<file path="src/rtl/sp_bank_pkg.sv">
// Shared defaults and helpers for the multi-bank stack pointer unit.
package sp_pkg;

  localparam int unsigned DEF_WIDTH     = 16;
  localparam int unsigned DEF_NUM_SP    = 2;
  localparam int unsigned DEF_STEP      = 1;
  localparam int unsigned DEF_LIMIT_LO  = 32'h0000_0100;
  localparam int unsigned DEF_LIMIT_HI  = 32'h0000_01FF;
  localparam int unsigned DEF_RESET_VAL = 32'h0000_01FF;

  // Bank select width; a single bank still needs a one-bit select port.
  function automatic int unsigned sel_width(input int unsigned num_sp);
    if (num_sp <= 32'd1) begin
      return 32'd1;
    end else begin
      return $clog2(num_sp);
    end
  endfunction

endpackage

</file>
<file path="src/rtl/sp_bank_if.sv">
// Command/readback bundle between the datapath control and the stack pointer bank.
interface sp_bank_if
  import sp_pkg::*;
#(
  parameter int unsigned WIDTH  = DEF_WIDTH,
  parameter int unsigned NUM_SP = DEF_NUM_SP,
  parameter int unsigned SEL_W  = sel_width(NUM_SP)
);

  logic [SEL_W-1:0]  sel;
  logic [WIDTH-1:0]  din;
  logic              write;
  logic              inc;
  logic              dec;
  logic              err_clr;
  logic              read_abus;
  logic              read_dbus;
  logic [WIDTH-1:0]  abus_out;
  logic [WIDTH-1:0]  dbus_out;
  logic [NUM_SP-1:0] err_hi;
  logic [NUM_SP-1:0] err_lo;

  modport master (
    output sel, din, write, inc, dec, err_clr, read_abus, read_dbus,
    input  abus_out, dbus_out, err_hi, err_lo
  );

  modport slave (
    input  sel, din, write, inc, dec, err_clr, read_abus, read_dbus,
    output abus_out, dbus_out, err_hi, err_lo
  );

endinterface

</file>
<file path="src/rtl/sp_bank_reg.sv">
// One stack pointer with bounds-checked step moves and sticky over/underflow flags.
module sp_reg
  import sp_pkg::*;
#(
  parameter int unsigned WIDTH     = DEF_WIDTH,
  parameter int unsigned STEP      = DEF_STEP,
  parameter int unsigned LIMIT_LO  = DEF_LIMIT_LO,
  parameter int unsigned LIMIT_HI  = DEF_LIMIT_HI,
  parameter int unsigned RESET_VAL = DEF_RESET_VAL
) (
  input  logic             clk,
  input  logic             reset,
  input  logic             write,
  input  logic             inc,
  input  logic             dec,
  input  logic             err_clr,
  input  logic [WIDTH-1:0] din,
  output logic [WIDTH-1:0] ptr,
  output logic             err_hi,
  output logic             err_lo
);

  // One extra bit keeps the carry/borrow of a step visible to the range check.
  localparam logic [WIDTH:0]   STEP_X = (WIDTH+1)'(STEP);
  localparam logic [WIDTH:0]   LO_X   = (WIDTH+1)'(LIMIT_LO);
  localparam logic [WIDTH:0]   HI_X   = (WIDTH+1)'(LIMIT_HI);
  localparam logic [WIDTH-1:0] RST_P  = WIDTH'(RESET_VAL);

  logic [WIDTH-1:0] ptr_r;
  logic             err_hi_r;
  logic             err_lo_r;
  logic [WIDTH-1:0] ptr_nxt_s;
  logic             hi_nxt_s;
  logic             lo_nxt_s;
  logic [WIDTH:0]   sum_s;
  logic [WIDTH:0]   diff_s;
  logic             inc_ok_s;
  logic             dec_ok_s;

  assign sum_s    = {1'b0, ptr_r} + STEP_X;
  assign diff_s   = {1'b0, ptr_r} - STEP_X;
  assign inc_ok_s = (sum_s <= HI_X);
  assign dec_ok_s = !diff_s[WIDTH] && (diff_s >= LO_X);

  // Next-state: clear first so a blocked move in the same cycle re-sets its flag.
  always_comb begin
    ptr_nxt_s = ptr_r;
    if (err_clr) begin
      hi_nxt_s = 1'b0;
      lo_nxt_s = 1'b0;
    end else begin
      hi_nxt_s = err_hi_r;
      lo_nxt_s = err_lo_r;
    end
    if (write) begin
      ptr_nxt_s = din;
    end else if (inc && dec) begin
      ptr_nxt_s = ptr_r;
    end else if (inc) begin
      if (inc_ok_s) begin
        ptr_nxt_s = sum_s[WIDTH-1:0];
      end else begin
        hi_nxt_s = 1'b1;
      end
    end else if (dec) begin
      if (dec_ok_s) begin
        ptr_nxt_s = diff_s[WIDTH-1:0];
      end else begin
        lo_nxt_s = 1'b1;
      end
    end else begin
      ptr_nxt_s = ptr_r;
    end
  end

  // Pointer and flag registers.
  always_ff @(posedge clk) begin
    if (reset) begin
      ptr_r    <= RST_P;
      err_hi_r <= 1'b0;
      err_lo_r <= 1'b0;
    end else begin
      ptr_r    <= ptr_nxt_s;
      err_hi_r <= hi_nxt_s;
      err_lo_r <= lo_nxt_s;
    end
  end

  assign ptr    = ptr_r;
  assign err_hi = err_hi_r;
  assign err_lo = err_lo_r;

endmodule

</file>
<file path="src/rtl/sp_bank.sv">
// Multi-bank stack pointer unit: select decode, per-bank pointers and gated bus readback.
module sp_bank
  import sp_pkg::*;
#(
  parameter int unsigned WIDTH     = DEF_WIDTH,
  parameter int unsigned NUM_SP    = DEF_NUM_SP,
  parameter int unsigned STEP      = DEF_STEP,
  parameter int unsigned LIMIT_LO  = DEF_LIMIT_LO,
  parameter int unsigned LIMIT_HI  = DEF_LIMIT_HI,
  parameter int unsigned RESET_VAL = DEF_RESET_VAL
) (
  input logic        clk,
  input logic        reset,
  sp_bank_if.slave   bus
);

  logic              sel_ok_s;
  logic [NUM_SP-1:0] hit_s;
  logic [NUM_SP-1:0] err_hi_s;
  logic [NUM_SP-1:0] err_lo_s;
  logic [WIDTH-1:0]  ptr_s [NUM_SP];
  logic [WIDTH-1:0]  sel_ptr_s;

  // Out-of-range selects hit no bank, so ops, clears and reads all fall away.
  assign sel_ok_s = (32'(bus.sel) < 32'(NUM_SP));

  for (genvar i = 0; i < NUM_SP; i++) begin : g_bank
    assign hit_s[i] = sel_ok_s && (32'(bus.sel) == 32'(i));

    sp_reg #(
      .WIDTH     (WIDTH),
      .STEP      (STEP),
      .LIMIT_LO  (LIMIT_LO),
      .LIMIT_HI  (LIMIT_HI),
      .RESET_VAL (RESET_VAL)
    ) u_reg (
      .clk     (clk),
      .reset   (reset),
      .write   (bus.write   && hit_s[i]),
      .inc     (bus.inc     && hit_s[i]),
      .dec     (bus.dec     && hit_s[i]),
      .err_clr (bus.err_clr && hit_s[i]),
      .din     (bus.din),
      .ptr     (ptr_s[i]),
      .err_hi  (err_hi_s[i]),
      .err_lo  (err_lo_s[i])
    );
  end

  // One-hot AND-OR readback mux of the selected pointer.
  always_comb begin
    sel_ptr_s = {WIDTH{1'b0}};
    for (int i = 0; i < NUM_SP; i++) begin
      sel_ptr_s = sel_ptr_s | ({WIDTH{hit_s[i]}} & ptr_s[i]);
    end
  end

  assign bus.abus_out = bus.read_abus ? sel_ptr_s : {WIDTH{1'b0}};
  assign bus.dbus_out = bus.read_dbus ? sel_ptr_s : {WIDTH{1'b0}};
  assign bus.err_hi   = err_hi_s;
  assign bus.err_lo   = err_lo_s;

endmodule

</file>
<file path="src/flat_wrapper.sv">
// flat-port wrapper written by rule: the top's interface ports become plain ports
module sp_bank_flat import sp_pkg::*;
#(
  parameter int unsigned WIDTH     = DEF_WIDTH,
  parameter int unsigned NUM_SP    = DEF_NUM_SP,
  parameter int unsigned STEP      = DEF_STEP,
  parameter int unsigned LIMIT_LO  = DEF_LIMIT_LO,
  parameter int unsigned LIMIT_HI  = DEF_LIMIT_HI,
  parameter int unsigned RESET_VAL = DEF_RESET_VAL
)
  (clk, reset, bus_sel, bus_din, bus_write, bus_inc, bus_dec, bus_err_clr, bus_read_abus, bus_read_dbus, bus_abus_out, bus_dbus_out, bus_err_hi, bus_err_lo);
  sp_bank_if #(.WIDTH(WIDTH), .NUM_SP(NUM_SP)) bus_i ();
  input logic clk;
  input logic reset;
  input wire logic [$bits(bus_i.sel)-1:0] bus_sel;
  input wire logic [$bits(bus_i.din)-1:0] bus_din;
  input wire logic [$bits(bus_i.write)-1:0] bus_write;
  input wire logic [$bits(bus_i.inc)-1:0] bus_inc;
  input wire logic [$bits(bus_i.dec)-1:0] bus_dec;
  input wire logic [$bits(bus_i.err_clr)-1:0] bus_err_clr;
  input wire logic [$bits(bus_i.read_abus)-1:0] bus_read_abus;
  input wire logic [$bits(bus_i.read_dbus)-1:0] bus_read_dbus;
  output wire logic [$bits(bus_i.abus_out)-1:0] bus_abus_out;
  output wire logic [$bits(bus_i.dbus_out)-1:0] bus_dbus_out;
  output wire logic [$bits(bus_i.err_hi)-1:0] bus_err_hi;
  output wire logic [$bits(bus_i.err_lo)-1:0] bus_err_lo;
  assign bus_i.sel = bus_sel;
  assign bus_i.din = bus_din;
  assign bus_i.write = bus_write;
  assign bus_i.inc = bus_inc;
  assign bus_i.dec = bus_dec;
  assign bus_i.err_clr = bus_err_clr;
  assign bus_i.read_abus = bus_read_abus;
  assign bus_i.read_dbus = bus_read_dbus;
  assign bus_abus_out = bus_i.abus_out;
  assign bus_dbus_out = bus_i.dbus_out;
  assign bus_err_hi = bus_i.err_hi;
  assign bus_err_lo = bus_i.err_lo;
  sp_bank #(.WIDTH(WIDTH), .NUM_SP(NUM_SP), .STEP(STEP), .LIMIT_LO(LIMIT_LO), .LIMIT_HI(LIMIT_HI), .RESET_VAL(RESET_VAL)) u_core (.clk(clk), .reset(reset), .bus(bus_i));
endmodule
</file>
<file path="config.mk">
export PLATFORM = sky130hd
export DESIGN_NAME = sp_bank_flat
export DESIGN_NICKNAME = d
export VERILOG_FILES = /design/src/rtl/sp_bank_pkg.sv /design/src/rtl/sp_bank_if.sv /design/src/rtl/sp_bank_reg.sv /design/src/rtl/sp_bank.sv /design/src/flat_wrapper.sv
export SDC_FILE = /design/constraint.sdc
export NUM_CORES = 1
export LEC_CHECK = 0
export ABC_AREA = 1
export CORE_MARGIN = 2
export CORE_UTILIZATION = 35
export CTS_CLUSTER_DIAMETER = 50
export DETAILED_ROUTE_END_ITERATION = 16
export SLEW_MARGIN = 10
export SYNTH_ARGS = -nofsm -noshare
export SYNTH_HDL_FRONTEND = slang
export SYNTH_HIERARCHICAL = 1
export SYNTH_SLANG_ARGS = --single-unit
</file>
<file path="constraint.sdc">
create_clock -name clk -period 1.89 [get_ports clk]
set_input_delay 0.2835 -clock clk [delete_from_list [all_inputs] [get_ports clk]]
set_output_delay 0.2835 -clock clk [all_outputs]
set_load 0.03 [all_outputs]
</file>
==> results of run 1 <==
report_power, final:
part / switching, µW / internal [µW]
Clock: 316 / 526
Sequential: 156 / 868
Combinational: 1960 / 1680
Total: 2430 / 3070
per-stage QoR:
step | TNS, ps | setup slack (ps) | instance area [µm²] | std cells | hold slack [ps]
after floorplan | 0 | 19.6 | 4680 | 861 | 353
after global placement | -10340 | -321 | 6630 | 1260 | 455
after detailed placement | -10630 | -313 | 6630 | 1260 | 458
after CTS | -3100 | -130 | 7740 | 1301 | 470
after global routing | -9310 | -323 | 8470 | 1314 | 497
final | -5420 | -211 | 8470 | 1314 | 480
routing by layer:
layer	global-route usage, %	share of wire (%)
met1	35.3	43
met2	43.8	47
met3	3.18	7.2
met4	6.25	3.1
met5	0	0
area by class of cell:
| type | instances | area (µm²) |
|---|---|---|
| tap | 176 | 220 |
| timing repair buffer | 304 | 2580 |
| clock buffer | 8 | 146 |
| sequential | 36 | 767 |
| multi-input combinational | 669 | 4280 |
| inverter | 121 | 475 |
| fill | 1163 | 4670 |
worst reg2reg max path: cells and delay by family, from the launching register on:
kind,cells,cell delay [ps]
simple gates,12,1350
buf+inv,2,310
flops,1,390
flip-flops by register name (all words and copies together) (netlist names):
signal and flops:
u_core/g_bank.u_reg/err_hi 2, u_core/g_bank.u_reg/err_lo 2, u_core/g_bank.u_reg/ptr 32
cells in the mapped netlist, types with 10 or more instances:
cell	number
a21oi_1	24
buf_4	11
buf_6	12
dfxtp_1	36
inv_1	110
nand2_1	268
nand2_2	28
nand3_1	100
nor2_1	128
nor2_2	22
o211ai_1	10
o21ai_0	22
xor2_1	10
kinds of logic (layout without fill, tap and decap cells):
group | count (synthesis) | count (layout) | synth area share (%)
compound gates | 78 | 78 | 10.1
buf+inv | 159 | 433 | 16.6
xor+xnor | 10 | 10 | 1.87
fa+ha+maj | 6 | 6 | 1.61
flops | 36 | 36 | 15.4
simple gates | 572 | 575 | 54.4
timing repair:
| action | in CTS | in global routing |
|---|---|---|
| setup buffers | 29 | 15 |
| gates resized for setup | 180 | 160 |
| setup endpoints to repair | 68 | 36 |
| pin swaps | 73 | 92 |
| gates cloned | 5 | 2 |
final timing paths:
check	to	start	slack (ps)
max	u_core/g_bank[1].u_reg/ptr[1]	u_core/g_bank[1].u_reg/ptr[1]	-210
min	u_core/g_bank[0].u_reg/err_lo	u_core/g_bank[0].u_reg/err_lo	480
max reg2reg	u_core/g_bank[1].u_reg/ptr[1]	u_core/g_bank[1].u_reg/ptr[1]	-210
min reg2reg	u_core/g_bank[0].u_reg/err_lo	u_core/g_bank[0].u_reg/err_lo	480
==> reports/metrics.cfg, run 1 <==
[finish]
area_delta_synth_final_pct = 81.2
n_antenna_cell = 0
drive_gt1_share_pct = 50.3
final_common_cell = buf_4
final_core_util_pct = 64.5
mostFrequentLayoutCells = buf_4 (237), nand2_1 (209), inv_1 (100)
final_nets = 1168

[detailed_routing]
wirelength_mm = 20.2
drt_iter0_markers = 529
vias = 6745
drc = 0
ant_nets = 0
vias_per_cell = 5.13
first_pass_iters = 5
wl_per_cell_um = 15.4

[synthesis]
ys_seq_elements = 36
yosysWarningCount = 6
synthTopCellsByArea = nand2_1 (22%), dfxtp_1 (15%), nand3_1 (11%)
synth_flop_cell = dfxtp_1
synth_edf_count = 0
syn_inst = 861
avgSynthCellArea_um2 = 5.43
syn_area_um2 = 4670
yosysUniqueCellTypes = 32
async_reset_ff_share_pct = 0
ys_seq_area_share_pct = 15.4
yosysTopAreaCellShare_pct = 21.5
yosysTopAreaCell = nand2_1
syn_nets = 892

[cts]
clock_latency_ps = 280
holdBufCountCts = 0
clk_pin_slew_ps = 60
cts_tree = yes
cts.sinks = 36
cts_root_buffer = clkbuf_16
cts_inserted_buffers = 5
cts.htree.levels = 2
clockBufferDepth = 2

[timing]
skew_ps = 2.14
finalSetupViolCount = 34
drv_slew = 0
final-hold-violation-count = 0
fin_crit_ps = 2100
fin_crit_sh_pct = 111
clock.fmax_mhz = 476
fin_ws_ps = -211
tightestPinTransition_ps = 612
rsz0062_at_grt = yes
slew_headroom_pct = 59.2

[hold_path]
whs_path_depth = 2
hold_path.class = reg -> reg

[placement]
numPortBuffers = 60
place_hpwl_mm = 14.0
gp_congestion = 0.928

[status]
violations = setup timing
status = finished with violations

[global_routing]
antenna_found_initial = 0
grt_usage_pct = 26.0
overflow = 0
grt_pass1_vias = 6315
grt_pass1_wl_mm = 30.3
grt_max_degree = 17

[worst_setup_path]
cpLargestDelayFamily = simple AND/OR/NAND/NOR gates
start_kind = flip-flop
arrival_ps = 2320
cp_max_fo = 8
cp_slowest_cell = dfxtp_4
path_buf_inv = 2
reg2reg_depth = 14
crit_type = reg -> reg
required_ps = 2110
endpoint_kind = flip-flop
cpPeakStageDelay_ps = 390
path_cells = buf_6 -> nand2_4 -> nor2_4 -> nand2_4 -> nor2_2 -> nand2_1 -> nand2_2 -> nand2_2 -> nor2_4 -> nand4_4 -> nand2_8 -> buf_8 -> nand3_2 -> nand3_2
crit_cells = 14

[floorplan]
boundaryPins = 61
chipHeight_um = 120
start_util_pct = 35.6
rows = 42
die_x_um = 120
die_area_um2 = 14300
core_um2 = 13100

[pwr]
pwr_density_cell_nw_per_um2 = 649
p_leak_uw = 0.00422
ir_drop_mv = 0.363
finalPower_uw = 5500

[flow_run]
max_cap_violations = 0

Note: power is estimated with default switching activity, not from simulation.
==> run 2: changes to the inputs <==
Settings changed: CORE_UTILIZATION 35 to 43, PLACE_DENSITY from default to 0.67.
==> run 2 against run 1 <==
Clock-buffer cell count fell by 3. Sequential share of layout area rose by 0.81 points. Routed wire length fell by 5.7%. Core utilization rose by 8.7 points. Combinational power fell by 10%. The flow still finishes with violations (setup timing). Clock skew rose by 4.6 ps. Sequential power barely moved. Highest routed layer unchanged. Sequential cell count did not move. Clock power fell by 40%. Cell count fell by 4.4%. Non-clock buffer count fell by 18. Final area fell by 7.6%.
==> reports/metrics.cfg, run 2 (synthesized netlist as in run 1, its figures left out) <==
[global_routing]
overflow = 0  ; unchanged
antenna_found_initial = 0  ; unchanged
grt_max_degree = 17  ; unchanged
grt_pass1_vias = 5980  ; -5.3%
grt_usage_pct = 30.7  ; +4.8 points
grt_pass1_wl_mm = 28.5  ; -5.9%

[detailed_routing]
drt_iter0_markers = 493  ; -6.8%
wirelength_mm = 19.1  ; -5.7%
vias_per_cell = 5.27  ; +2.7%
first_pass_iters = 6  ; +1
ant_nets = 0  ; unchanged
vias = 6624  ; -1.8%
wl_per_cell_um = 15.2  ; -1.4%
drc = 0  ; unchanged

[floorplan]
chipHeight_um = 108  ; -9.5%
die_area_um2 = 11700  ; -18%
core_um2 = 10700  ; -19%
die_x_um = 108  ; -9.5%
start_util_pct = 43.7  ; +8.1 points
boundaryPins = 61  ; unchanged
rows = 38  ; -9.5%

[hold_path]
hold_path.class = reg -> reg

[finish]
design_area_um2 = 7820  ; -7.6%
n_antenna_cell = 0  ; unchanged
final_common_cell = buf_4
mostFrequentLayoutCells = buf_4 (235), nand2_1 (233), nor2_1 (107)
final_cells = 1256  ; -4.4%
final_nets = 1149  ; -1.6%
area_delta_synth_final_pct = 67.4
largest_register_ff_count = 32  ; unchanged
drive_gt1_share_pct = 43.9  ; -6.4 points

[worst_setup_path]
cp_max_fo = 7  ; -1
cpPeakStageDelay_ps = 390  ; about the same
crit_type = reg -> reg
crit_top_cell = nand2_1
cp_slowest_cell = dfxtp_4
arrival_ps = 2320  ; about the same
start_kind = flip-flop
endpoint_kind = flip-flop
required_ps = 2060  ; -50 ps
path_cells = ha_4 -> nand3_1 -> inv_1 -> nand2_2 -> nor2_1 -> nand2_1 -> nand2_1 -> nand2_1 -> nor2_4 -> nand4_4 -> nand2_8 -> buf_12 -> nand3_2 -> nand2_1 -> nor2_1

[timing]
slew_headroom_pct = 60.5  ; +1.3 points
final-hold-violation-count = 0  ; unchanged
drv_slew = 0  ; unchanged
fin_ws_ps = -264  ; -52.6 ps
fin_setup_tns_ps = -5680  ; -264 ps
tightestPinTransition_ps = 592  ; -20.0 ps
holdWs_ps = 464  ; -16.1 ps
rsz0062_at_grt = yes
fin_crit_ps = 2150  ; +52.6 ps
skew_ps = 6.72  ; +4.58 ps
finalSetupViolCount = 34  ; unchanged
fin_crit_sh_pct = 114  ; +2.8 points
clock.fmax_mhz = 464  ; -2.4%

[placement]
place_hpwl_mm = 13.7  ; -2.0%
numPortBuffers = 60  ; unchanged
post-place-ws_ps = -290  ; +23.3 ps
place_area_um2 = 6570  ; -0.94%
gp_congestion = 1.03  ; +11%
post-place-cells = 1220  ; -3.2%

[status]
status = finished with violations
violations = setup timing

[flow_run]
max_cap_violations = 0  ; unchanged

[pwr]
pwr_density_cell_nw_per_um2 = 614  ; -5.5%
ir_drop_mv = 0.393  ; +8.5%
p_leak_uw = 0.00399  ; -5.4%

[cts]
cts_inserted_buffers = 5  ; unchanged
cts.sinks = 36  ; unchanged
cts_tree = yes
cts_root_buffer = clkbuf_8
clk_pin_slew_ps = 70  ; about the same
cts.htree.levels = 2  ; unchanged
clockBufferDepth = 2  ; unchanged
holdBufCountCts = 0  ; unchanged
clock_latency_ps = 280  ; about the same

run 2: routing by layer:
layer	vias to the layer above	track usage [%]	share of wire, %
met5	-	0	0
met2	329	50.1	46
met4	0	8.70	2.6
met1	3041	41.9	43
li1	3203	-	-
met3	51	4.76	8.2
run 2: repair_timing:
item,4_1_cts,5_1_grt
pin swaps,35,65
setup endpoints to repair,33,41
resized for setup,111,130
hold endpoints to repair,0,0
buffers inserted,13,11
gates cloned,4,3
run 2: final timing paths:
path | start | endpoint | slack [ps] | cells past startpoint
setup / recovery | u_core/g_bank[0].u_reg/ptr[0] | u_core/g_bank[0].u_reg/ptr[10] | -260 | 15
hold / removal | u_core/g_bank[0].u_reg/err_lo | u_core/g_bank[0].u_reg/err_lo | 460 | 2
hold reg to reg | u_core/g_bank[0].u_reg/err_lo | u_core/g_bank[0].u_reg/err_lo | 460 | 2
setup reg to reg | u_core/g_bank[0].u_reg/ptr[0] | u_core/g_bank[0].u_reg/ptr[10] | -260 | 15
run 2: layout make-up:
cell class / count / area [µm²]
multi-input combinational: 668 / 3960
clock buffer: 5 / 68.8
inverter: 121 / 473
sequential: 36 / 772
fill: 885 / 2880
tap: 140 / 175
timing repair buffer: 286 / 2370
run 2: critical path: cells and delay by family (launching register included):
kind	cells	cell delay, ps
flip-flops	1	390
buffers and inverters	2	280
AND/OR/NAND/NOR	12	1180
adder cells (fa/ha/maj)	1	170
run 2: report_power, final:
part	total, µW	leakage, µW	internal [µW]	switching (µW)
clock	501	0.0000359	238	263
combinational	3260	0.00366	1480	1780
sequential	1040	0.000299	869	167
total	4800	0.00399	2590	2210
run 2: stage by stage:
stage               power, µW  util [%]
floorplan                2460         -
global placement         3590      61.4
detailed placement       3620      61.4
CTS                      4370      67.3
global route             5110      73.1
finish                   4800      73.1
==> run 3: changes to the inputs <==
--- a/constraint.sdc
+++ b/constraint.sdc
@@ -3,2 +3,2 @@
 set_output_delay 0.2835 -clock clk [all_outputs]
-set_load 0.03 [all_outputs]
+set_load 0.02 [all_outputs]
==> run 3 against run 2 <==
Clock power is 21% higher. Critical path depth unchanged. Sequential cell count is the same. Clock-buffer cell count grew 1. Non-clock buffer count rose by 19. Clock skew increased by 6.9 ps. Sequential share of layout area fell by 0.54 points. Critical endpoint is now u_core/g_bank[1].u_reg/ptr[8]. Final area up 7.0%. The run still ends with setup timing left. Combinational power up 11%.
==> reports/metrics.cfg, run 3 (synthesized netlist as in run 1, its figures left out) <==
[timing]
fin_ws_ps = -402  ; -138 ps
skew_ps = 13.6  ; +6.87 ps
holdWs_ps = 461  ; -2.49 ps
slew_headroom_pct = 57.3  ; -3.2 points
finalSetupViolCount = 36  ; +5.9%
fin_crit_sh_pct = 121  ; +7.3 points
clock.fmax_mhz = 436  ; -6.0%
drv_slew = 0  ; unchanged
final-hold-violation-count = 0  ; unchanged
fin_crit_ps = 2290  ; +138 ps
rsz0062_at_grt = yes
tightestPinTransition_ps = 640  ; +48.1 ps

[floorplan]
chipHeight_um = 108  ; unchanged
die_area_um2 = 11700  ; unchanged
rows = 38  ; unchanged
boundaryPins = 61  ; unchanged
die_x_um = 108  ; unchanged
start_util_pct = 43.7  ; unchanged
core_um2 = 10700  ; unchanged

[detailed_routing]
vias = 7230  ; +9.1%
ant_nets = 0  ; unchanged
wirelength_mm = 23.1  ; +21%
vias_per_cell = 5.66  ; +7.3%
drc = 0  ; unchanged
drt_iter0_markers = 906  ; +84%
first_pass_iters = 6  ; unchanged
wl_per_cell_um = 18.0  ; +19%

[flow_run]
max_cap_violations = 0  ; unchanged

[worst_setup_path]
endpoint_kind = flip-flop
cp_slowest_cell = dfxtp_4
cp_max_fo = 5  ; -2
rr_startpoint = u_core/g_bank[1].u_reg/ptr[1]
startpoint = u_core/g_bank[1].u_reg/ptr[1]
required_ps = 2060  ; about the same
cpPeakStageDelay_ps = 380  ; about the same
crit_type = reg -> reg
arrival_ps = 2460  ; +140 ps
crit_top_cell = nand2_2
cpLargestDelayFamily = simple AND/OR/NAND/NOR gates
path_cells = buf_6 -> nand2_2 -> nor2_4 -> nand2_4 -> nor2_2 -> nand2_1 -> nand2_2 -> nand2_2 -> nor2_4 -> nand4_4 -> nand2_8 -> buf_12 -> nand2_4 -> nand2_1 -> nand3_1
path_buf_inv = 2  ; unchanged
start_kind = flip-flop

[cts]
cts.sinks = 36  ; unchanged
holdBufCountCts = 0  ; unchanged
cts_root_buffer = clkbuf_8
cts_inserted_buffers = 5  ; unchanged
clockBufferDepth = 2  ; unchanged
cts.htree.levels = 2  ; unchanged
clock_latency_ps = 300  ; +20 ps
clk_pin_slew_ps = 90  ; +20 ps
cts_tree = yes

[status]
violations = setup timing
status = finished with violations

[pwr]
pwr_density_cell_nw_per_um2 = 632  ; +3.0%
combPwrFrac_pct = 68.7  ; +0.7 points
power.switching_uw = 2480  ; +12%
p_clk_share_pct = 11.5  ; +1.1 points
power.internal_uw = 2810  ; +8.5%
swShare_pct = 46.8  ; +0.84 points
p_leak_uw = 0.00418  ; +4.9%
p_seq_share_pct = 19.9  ; -1.7 points
ir_drop_mv = 0.394  ; about the same

[finish]
final_nets = 1168  ; +1.7%
final_common_cell = nand2_1
area_delta_synth_final_pct = 79.1
mostFrequentLayoutCells = nand2_1 (210), buf_4 (207), inv_1 (99)
final.fill_count = 670  ; -24%
largest_register_ff_count = 32  ; unchanged
drive_gt1_share_pct = 50.4  ; +6.4 points
n_antenna_cell = 0  ; unchanged
multi_input_area_um2 = 4240  ; +7.0%
regArea_um2 = 781  ; +1.1%

[placement]
numPortBuffers = 60  ; unchanged
post-place-ws_ps = -334  ; -43.7 ps
gp_congestion = 0.986  ; -4.0%
place_hpwl_mm = 13.5  ; -1.6%

[hold_path]
hold_path.class = reg -> reg
hold_start = u_core/g_bank[1].u_reg/err_lo

[global_routing]
grt_max_degree = 18  ; +1
overflow = 0  ; unchanged
grt_pass1_wl_mm = 29.9  ; +5.1%
grt_pass1_vias = 6347  ; +6.1%
antenna_found_initial = 0  ; unchanged
grt_usage_pct = 32.2  ; +1.4 points

-- run 3: cell types whose count changed in the layout (fill, tap and decap cells not counted), moves of 7 or more --
| cell | previous run | this run |
|---|---|---|
| a21oi_1 | 17 | 8 |
| a21oi_2 | 8 | 15 |
| buf_4 | 235 | 207 |
| buf_6 | 14 | 24 |
| clkbuf_2 | 0 | 18 |
| nand2_1 | 233 | 210 |
| nand2_2 | 52 | 71 |
| nand3_1 | 56 | 48 |
| nor2_1 | 107 | 93 |
| nor2_2 | 19 | 34 |
-- run 3: worst paths after layout --
| check | depth (start not counted) | to | slack, ps |
|---|---|---|---|
| max | 15 | u_core/g_bank[1].u_reg/ptr[8] | -400 |
| min | 2 | u_core/g_bank[1].u_reg/err_lo | 460 |
| max reg2reg | 15 | u_core/g_bank[1].u_reg/ptr[8] | -400 |
| min reg2reg | 2 | u_core/g_bank[1].u_reg/err_lo | 460 |
-- run 3: stage by stage --
stage | total power [µW] | util, % | area, µm² | setup TNS [ps] | std cells
final | 5290 | 78.3 | 8370 | -10490 | 1278
after global routing | 5520 | 78.3 | 8370 | -12840 | 1278
after CTS | 4640 | 71.9 | 7690 | -2370 | 1257
after detailed placement | 3530 | 61.6 | 6590 | -17600 | 1210
after global placement | 3500 | 61.6 | 6590 | -16230 | 1210
after floorplan | 2400 | - | 4680 | 0 | 861
-- run 3: repair_timing --
action	in CTS	in global routing
endpoints found under the setup margin	66	68
buffers inserted	34	22
hold endpoints to repair	0	0
gates cloned	5	3
resized for setup	231	195
pin swaps	77	80
-- run 3: power by group through the flow --
stage	sequential [µW]	clock [µW]	combinational (µW)
2_1_floorplan	951	0	1450
3_3_place_gp	1020	0	2480
3_5_place_dp	1020	0	2510
4_1_cts	1030	604	3000
5_1_grt	1060	632	3830
6_report	1050	607	3630
-- run 3: cell type report --
type	instances	share of cell area (%)
well taps	140	2.09
flip-flops and latches	36	9.33
multi-input cells	668	50.6
repair buffers	305	31.1
inverters	121	5.77
clock buffers	6	0.986
clock inverters	2	0.120
-- run 3: worst reg2reg max path: stages (launching register included) --
cell and delay, ps:
dfxtp_4 380, buf_6 140, nand2_2 60, nor2_4 170, nand2_4 100, nor2_2 120, nand2_1 120, nand2_2 130
nand2_2 70, nor2_4 150, nand4_4 150, nand2_8 160, buf_12 130, nand2_4 60, nand2_1 80, nand3_1 110
-- run 3: layer usage --
metal | vias to the layer above | wire length [µm] | track usage (%) | part of all wire, %
met5 | - | 0 | 0 | 0
met4 | 0 | 1620 | 9.16 | 7.0
met3 | 185 | 2610 | 5.91 | 11
met2 | 550 | 10200 | 54.8 | 44
met1 | 3246 | 8590 | 41.5 | 37
li1 | 3249 | - | - | -
